$ cat src/rtl/borrow_lookahead_sub.sv
// Two-stage valid/ready pipelined subtractor: diff = a - b - b_in, using bit-level
// borrow generate/propagate, 4-bit lookahead groups and a second lookahead level across groups.
`timescale 1ns/1ps
module borrow_lookahead_sub #(
    parameter int WIDTH = 16
) (
    input  logic             clk,
    input  logic             rst,
    input  logic             in_valid,
    output logic             in_ready,
    input  logic [WIDTH-1:0] a,
    input  logic [WIDTH-1:0] b,
    input  logic             b_in,
    output logic             out_valid,
    input  logic             out_ready,
    output logic [WIDTH-1:0] diff,
    output logic             b_out,
    output logic             ovf,
    output logic             zero
);
    localparam int NG = WIDTH / 4;

    // Borrow into position n, expanded as a flat sum of products so no term chains
    // through a lower position's result.
    function automatic logic lookahead_grp(input logic [NG-1:0] gv, input logic [NG-1:0] pv,
                                           input logic seed, input int n);
        logic res;
        logic t;
        res = seed;
        for (int m = 0; m < n; m++) res = res & pv[m];
        for (int k = 0; k < n; k++) begin
            t = gv[k];
            for (int m = k + 1; m < n; m++) t = t & pv[m];
            res = res | t;
        end
        return res;
    endfunction

    function automatic logic lookahead_bit(input logic [3:0] gv, input logic [3:0] pv,
                                           input logic seed, input int n);
        logic res;
        logic t;
        res = seed;
        for (int m = 0; m < n; m++) res = res & pv[m];
        for (int k = 0; k < n; k++) begin
            t = gv[k];
            for (int m = k + 1; m < n; m++) t = t & pv[m];
            res = res | t;
        end
        return res;
    endfunction

    logic             v1;
    logic             v2;
    logic             s2_ld;
    logic             s1_adv;
    logic             accept;

    logic [WIDTH-1:0] x_c;
    logic [WIDTH-1:0] g_c;
    logic [WIDTH-1:0] p_c;
    logic [NG-1:0]    gg_c;
    logic [NG-1:0]    gp_c;

    logic [WIDTH-1:0] x_r;
    logic [WIDTH-1:0] g_r;
    logic [WIDTH-1:0] p_r;
    logic [NG-1:0]    gg_r;
    logic [NG-1:0]    gp_r;
    logic             bin_r;
    logic             sa_r;
    logic             sb_r;

    logic [NG:0]      gb;
    logic [WIDTH-1:0] br;
    logic [WIDTH-1:0] diff_c;
    logic             ovf_c;

    assign s2_ld     = ~v2 | out_ready;
    assign s1_adv    = v1 & s2_ld;
    assign in_ready  = ~v1 | s2_ld;
    assign accept    = in_valid & in_ready;
    assign out_valid = v2;

    always_comb begin
        x_c  = a ^ b;
        g_c  = ~a & b;
        p_c  = ~(a ^ b);
        gg_c = '0;
        gp_c = '0;
        for (int j = 0; j < NG; j++) begin
            gg_c[j] = g_c[4*j+3]
                    | (p_c[4*j+3] & g_c[4*j+2])
                    | (p_c[4*j+3] & p_c[4*j+2] & g_c[4*j+1])
                    | (p_c[4*j+3] & p_c[4*j+2] & p_c[4*j+1] & g_c[4*j]);
            gp_c[j] = &p_c[4*j +: 4];
        end
    end

    always_comb begin
        gb = '0;
        br = '0;
        for (int j = 0; j <= NG; j++) gb[j] = lookahead_grp(gg_r, gp_r, bin_r, j);
        for (int j = 0; j < NG; j++) begin
            for (int i = 0; i < 4; i++) begin
                br[4*j+i] = lookahead_bit(g_r[4*j +: 4], p_r[4*j +: 4], gb[j], i);
            end
        end
        diff_c = x_r ^ br;
        ovf_c  = (sa_r != sb_r) & (diff_c[WIDTH-1] != sa_r);
    end

    always_ff @(posedge clk or posedge rst) begin
        if (rst) begin
            v1 <= 1'b0;
            v2 <= 1'b0;
        end else begin
            if (accept)      v1 <= 1'b1;
            else if (s1_adv) v1 <= 1'b0;
            if (s1_adv)         v2 <= 1'b1;
            else if (out_ready) v2 <= 1'b0;
        end
    end

    always_ff @(posedge clk or posedge rst) begin
        if (rst) begin
            x_r   <= '0;
            g_r   <= '0;
            p_r   <= '0;
            gg_r  <= '0;
            gp_r  <= '0;
            bin_r <= 1'b0;
            sa_r  <= 1'b0;
            sb_r  <= 1'b0;
        end else if (accept) begin
            x_r   <= x_c;
            g_r   <= g_c;
            p_r   <= p_c;
            gg_r  <= gg_c;
            gp_r  <= gp_c;
            bin_r <= b_in;
            sa_r  <= a[WIDTH-1];
            sb_r  <= b[WIDTH-1];
        end
    end

    // Outputs only change when a new result moves in, so they hold while stalled.
    always_ff @(posedge clk or posedge rst) begin
        if (rst) begin
            diff  <= '0;
            b_out <= 1'b0;
            ovf   <= 1'b0;
            zero  <= 1'b0;
        end else if (s1_adv) begin
            diff  <= diff_c;
            b_out <= gb[NG];
            ovf   <= ovf_c;
            zero  <= ~|diff_c;
        end
    end
endmodule

$ cat config.mk
export PLATFORM = sky130hd
export DESIGN_NAME = borrow_lookahead_sub
export DESIGN_NICKNAME = d
export VERILOG_FILES = /design/src/rtl/borrow_lookahead_sub.sv
export SDC_FILE = /design/constraint.sdc
export NUM_CORES = 1
export LEC_CHECK = 0
export BUFFER_PORTS_ARGS = -buffer_cell sky130_fd_sc_hd__buf_4
export CORE_MARGIN = 5
export CORE_UTILIZATION = 40
export DETAILED_ROUTE_END_ITERATION = 16
export GPL_ROUTABILITY_DRIVEN = 0
export MAX_ROUTING_LAYER = met4
export PLACE_DENSITY = 0.62
export SYNTH_ARGS = -nofsm -noshare
export SYNTH_HDL_FRONTEND = slang
export SYNTH_SLANG_ARGS = --single-unit
$ cat constraint.sdc
create_clock -name clk -period 4.47 [get_ports clk]
set_input_delay 0.447 -clock clk [delete_from_list [all_inputs] [get_ports clk]]
set_output_delay 0.447 -clock clk [all_outputs]
set_load 0.01 [all_outputs]
Word level (Yosys, flattened, before mapping)
Index checks and enable logic that the tools add are counted. W data, S select, Z words.

Output and inout port bits: 21. Bits of input ports: 37. Word-level logic and storage cells: 140. Flip-flop bits (word level): 78.

Eq/ne operators: 2. Bitwise logic cells: 112. Mux-type cells: 4. Reduce and logical (&&, ||, !) cells: 8.

Operators by type and width (number): $and A1 B1 Y1 (57); $or A1 B1 Y1 (48); $not A16 Y16 (2); $xor A16 B16 Y16 (2); $and A16 B16 Y16 (1); $reduce_and A4 Y1 (4); $reduce_or A16 Y1 (1); $mux W1 (4); $reduce_bool A2 Y1 (2); $ne A1 B1 Y1 (2); $not A1 Y1 (2); $logic_not A1 Y1 (1).

Logic depth before layout (Yosys ltp)
Depth in word-level cells: 15. Depth in mapped cells: 7. Depth with buffers taken out: 6.

Worst setup path after synthesis
No wires, ideal clock.

Path kind: register to register. Start point: register bin_r. End point: register zero. Stages on the path, launching flop included: 8. Path buffers: 1. Path slack: 2456 ps. Data arrival time: 1947 ps. Cell sequence: dfrtp_1 > buf_6 > a211oi_2 > o21bai_2 > xor2_1 > or4_4 > nor4b_2 > a32o_1.

Word-level cells in the longest chain between the ends: 15. Elaborated cells on any way between the ends: 48.

Ends and longest elaborated chain: start: declaration (line 70) `logic bin_r;`; start signal: assignment (line 141) `bin_r <= b_in;`; $and A1 B1 Y1 (3 in series) (line 30) `for (int m = 0; m < n; m++) res = res & pv[m];`; $or A1 B1 Y1 (3 in series) (line 34) `res = res | t;`; $and A1 B1 Y1 (3 in series) (line 44) `for (int m = 0; m < n; m++) res = res & pv[m];`; $or A1 B1 Y1 (3 in series) (line 48) `res = res | t;`; $xor A16 B16 Y16 (*) (line 109) `diff_c = x_r ^ br;`; $reduce_or A16 Y1 (*) (line 158) `zero <= ~|diff_c;`; $logic_not A1 Y1 (*) (line 158); end signal: assignment (line 158); end: declaration (line 19) `output logic zero`.

Every way passes the cells marked *; elsewhere a longest branch is shown, timed or not. A chain may end at the register's enable or synchronous reset.

Final worst setup path
Ends and elaborated chain as after synthesis.

==> results.py <==
metrics = {
    "clock_tree": {
        "path_clk_slew_ns": 0.08,
        "cts_setup_buffers": 0,
        "ctsRootBufferMaster": "clkbuf_8",
        "cts_tree": "yes",
        "cts_buffers": 9,
        "cts_hold_buf": 0,
        "ctsResizeCount": 0,
        "numClockSinks": 72,
        "clk_latency_ns": 0.34,
        "htree_levels": 3,
        "clockBufferDepth": 2,
    },
    "sta": {
        "relSlewSlack": 0.308,
        "tightestPinTransition_ns": 1.04,
        "period_share": 0.492,
        "setup_violations": 0,
        "hold_violations": 0,
        "slew_violations": 0,
        "timing.setup.tns_ns": 0,
        "max_freq_ghz": 0.455,
        "fin_skew_ns": 0.00937,
        "rsz0062_at_grt": "false",
        "layout_min_cycle_time_ns": 2.20,
    },
    "grt": {
        "grt_pass1_vias": 2597,
        "grt_pass1_wl_mm": 12.3,
        "grt_max_degree": 60,
        "track_usage": 0.152,
        "antenna_found_initial": 0,
        "grt_overflow": 0,
    },
    "routing": {
        "drtAntennaViolNets": 0,
        "routed_via_density": 4.86,
        "drtIter0Drc": 95,
        "wl_per_cell_um": 13.4,
        "drcViolationCount": 0,
        "dr.pass1.iters": 4,
        "vias": 2572,
        "routed_wirelength_mm": 7.10,
    },
    "die": {
        "start_util": 0.404,
        "die_x_um": 103,
        "io-pin-count": 58,
        "core_area_um2": 8590,
        "die-height_um": 103,
        "dieArea_um2": 10600,
        "fp-row-count": 34,
    },
    "final_layout": {
        "n_antenna_cell": 0,
        "final_net_count": 469,
        "stdcell_area_um2": 4240,
        "final_common_cell": "nand2_1",
        "drive_gt1_frac": 0.221,
        "final_cell_mix": "110 x nand2_1, 72 x dfrtp_1, 60 x buf_4",
        "area_growth_pct": 22.2,
    },
    "worst_setup_path": {
        "cp_top_family": "simple AND/OR/NAND/NOR gates",
        "crit_path_max_incr_delay_ns": 0.54,
        "worstPathArrival_ns": 2.47,
        "cp-start-kind": "register",
        "critPathBufInv": 0,
        "crit_slowest_cell": "or4_4",
        "required_ns": 4.74,
        "endpoint_kind": "register",
        "worst-setup-path-type": "reg -> reg",
        "path_max_fanout": 9,
        "crit_chain": "a211oi_2, o21bai_2, xor2_1, or4_4, nor4b_2, a32o_1",
    },
    "pwr": {
        "p_per_area_nw_per_um2": 463,
        "max-vdd-ir-drop_mv": 0.194,
        "power_leakage_nw": 2.13,
    },
    "synthesis": {
        "yosys_warnings": 0,
        "seq_area_frac_synth": 0.519,
        "syn_avg_cell_area_um2": 9.66,
        "syn_area_um2": 3470,
        "synth-seq-cells": 72,
        "yosysUniqueCellTypes": 42,
        "synthesis.nets": 412,
        "syn_inst": 359,
    },
    "min_path": {
        "hold_path.class": "in -> async",
    },
    "placement": {
        "post-dp-hpwl_mm": 5.21,
        "io_buffer_count": 57,
        "placed_cell_area_um2": 3990,
    },
    "run": {
        "drv_cap": 0,
    },
    "outcome": {
        "status": "completed",
    },
}
-- worst paths after layout --
path / startpoint / endpoint / slack, ns / cells past startpoint
worst max-delay path: bin_r$_DFFE_PP0P_ / zero$_DFFE_PP0P_ / 2.27 / 6
worst min-delay path: rst / diff[10]$_DFFE_PP0P_ / 0.25 / 2
worst max register to register: bin_r$_DFFE_PP0P_ / zero$_DFFE_PP0P_ / 2.27 / 6
worst min register to register: g_r[10]$_DFFE_PP0P_ / g_r[10]$_DFFE_PP0P_ / 0.48 / 2
max in group asynchronous: rst / x_r[7]$_DFFE_PP0P_ / 3.28 / 3
min in group clk: in_valid / v1$_DFFE_PP0P_ / 0.31 / 2
-- metrics by stage --
step           hold WS (ns)  setup slack [ns]  total power [W]   util  std cells
2_1_floorplan         0.437              2.20          0.00116      -        359
3_3_place_gp          0.463              2.34          0.00135  0.465        513
3_5_place_dp          0.461              2.27          0.00136  0.465        513
4_1_cts               0.262              2.26          0.00199  0.493        529
5_1_grt               0.298              2.14          0.00209  0.493        529
6_report              0.246              2.27          0.00196  0.493        529
-- cell usage after synthesis --
cell | instances | share of area
nor2_1 | 4 | 0.0043
o21bai_1 | 3 | 0.0065
a31oi_4 | 1 | 0.0061
nor3_1 | 1 | 0.0014
nand2b_1 | 4 | 0.0072
nand3b_1 | 2 | 0.0043
nand4_1 | 5 | 0.0090
a21o_4 | 1 | 0.0043
o211ai_1 | 1 | 0.0022
buf_1 | 1 | 0.0011
a21oi_1 | 11 | 0.016
nor4b_2 | 1 | 0.0043
dfrtp_1 | 72 | 0.52
o311ai_0 | 1 | 0.0025
a211oi_2 | 2 | 0.0072
o21ai_0 | 32 | 0.046
o21ba_2 | 1 | 0.0029
o21bai_2 | 1 | 0.0032
nor2b_1 | 2 | 0.0036
a32o_1 | 1 | 0.0029
o41ai_2 | 1 | 0.0047
and2_1 | 1 | 0.0018
or4_4 | 1 | 0.0032
o31ai_1 | 1 | 0.0022
buf_6 | 1 | 0.0032
mux2_2 | 4 | 0.013
xor2_1 | 12 | 0.030
xnor2_1 | 5 | 0.013
o21a_2 | 1 | 0.0025
o21a_1 | 8 | 0.017
mux2i_1 | 1 | 0.0029
xor2_2 | 1 | 0.0047
nand3_1 | 2 | 0.0029
clkbuf_1 | 12 | 0.013
o21ai_1 | 5 | 0.0072
a31o_2 | 1 | 0.0025
nand2_1 | 110 | 0.12
inv_1 | 18 | 0.019
nand3_2 | 1 | 0.0029
a21o_1 | 9 | 0.019
and4_1 | 1 | 0.0025
ha_1 | 16 | 0.058
-- state kept, by name, summed over array words and instances (netlist names) --
name and count:
x_r 16, diff 16, ovf 1, gg_r 4, p_r 12, gp_r 4
sb_r 1, v1 1, bin_r 1, g_r 12, out_valid 1, b_out 1
sa_r 1, zero 1
-- kinds of logic after synthesis --
group                      synth area share
AOI/OAI and AO/OA                     0.156
and+or+nand+nor                       0.167
muxes                                0.0159
adders and majority gates            0.0577
xor gates and xnor gates             0.0476
DFF                                   0.519
buffers and inverters                0.0368
-- layer usage --
| layer | part of all wire | GRT usage |
|---|---|---|
| met1 | 0.51 | 0.219 |
| met2 | 0.43 | 0.210 |
| met3 | 0.042 | 0.0237 |
| met4 | 0.018 | 0.0717 |
| met5 | 0 | - |
-- report_power, final --
| group | internal (W) | switching, W |
|---|---|---|
| clock | 0.000386 | 0.000239 |
| combinational | 0.000231 | 0.000239 |
| sequential | 0.000774 | 0.0000942 |
-- area by class of cell --
cell class                 count  area (µm²)
clock buffer                  11         141
clock inverter                 5         104
inverter                      18        67.6
tap                          108         135
fill                         850        4350
sequential                    72        1800
multi-input combinational    255        1540
timing repair buffer          60         450
Note: power is estimated with default switching activity, not from simulation.
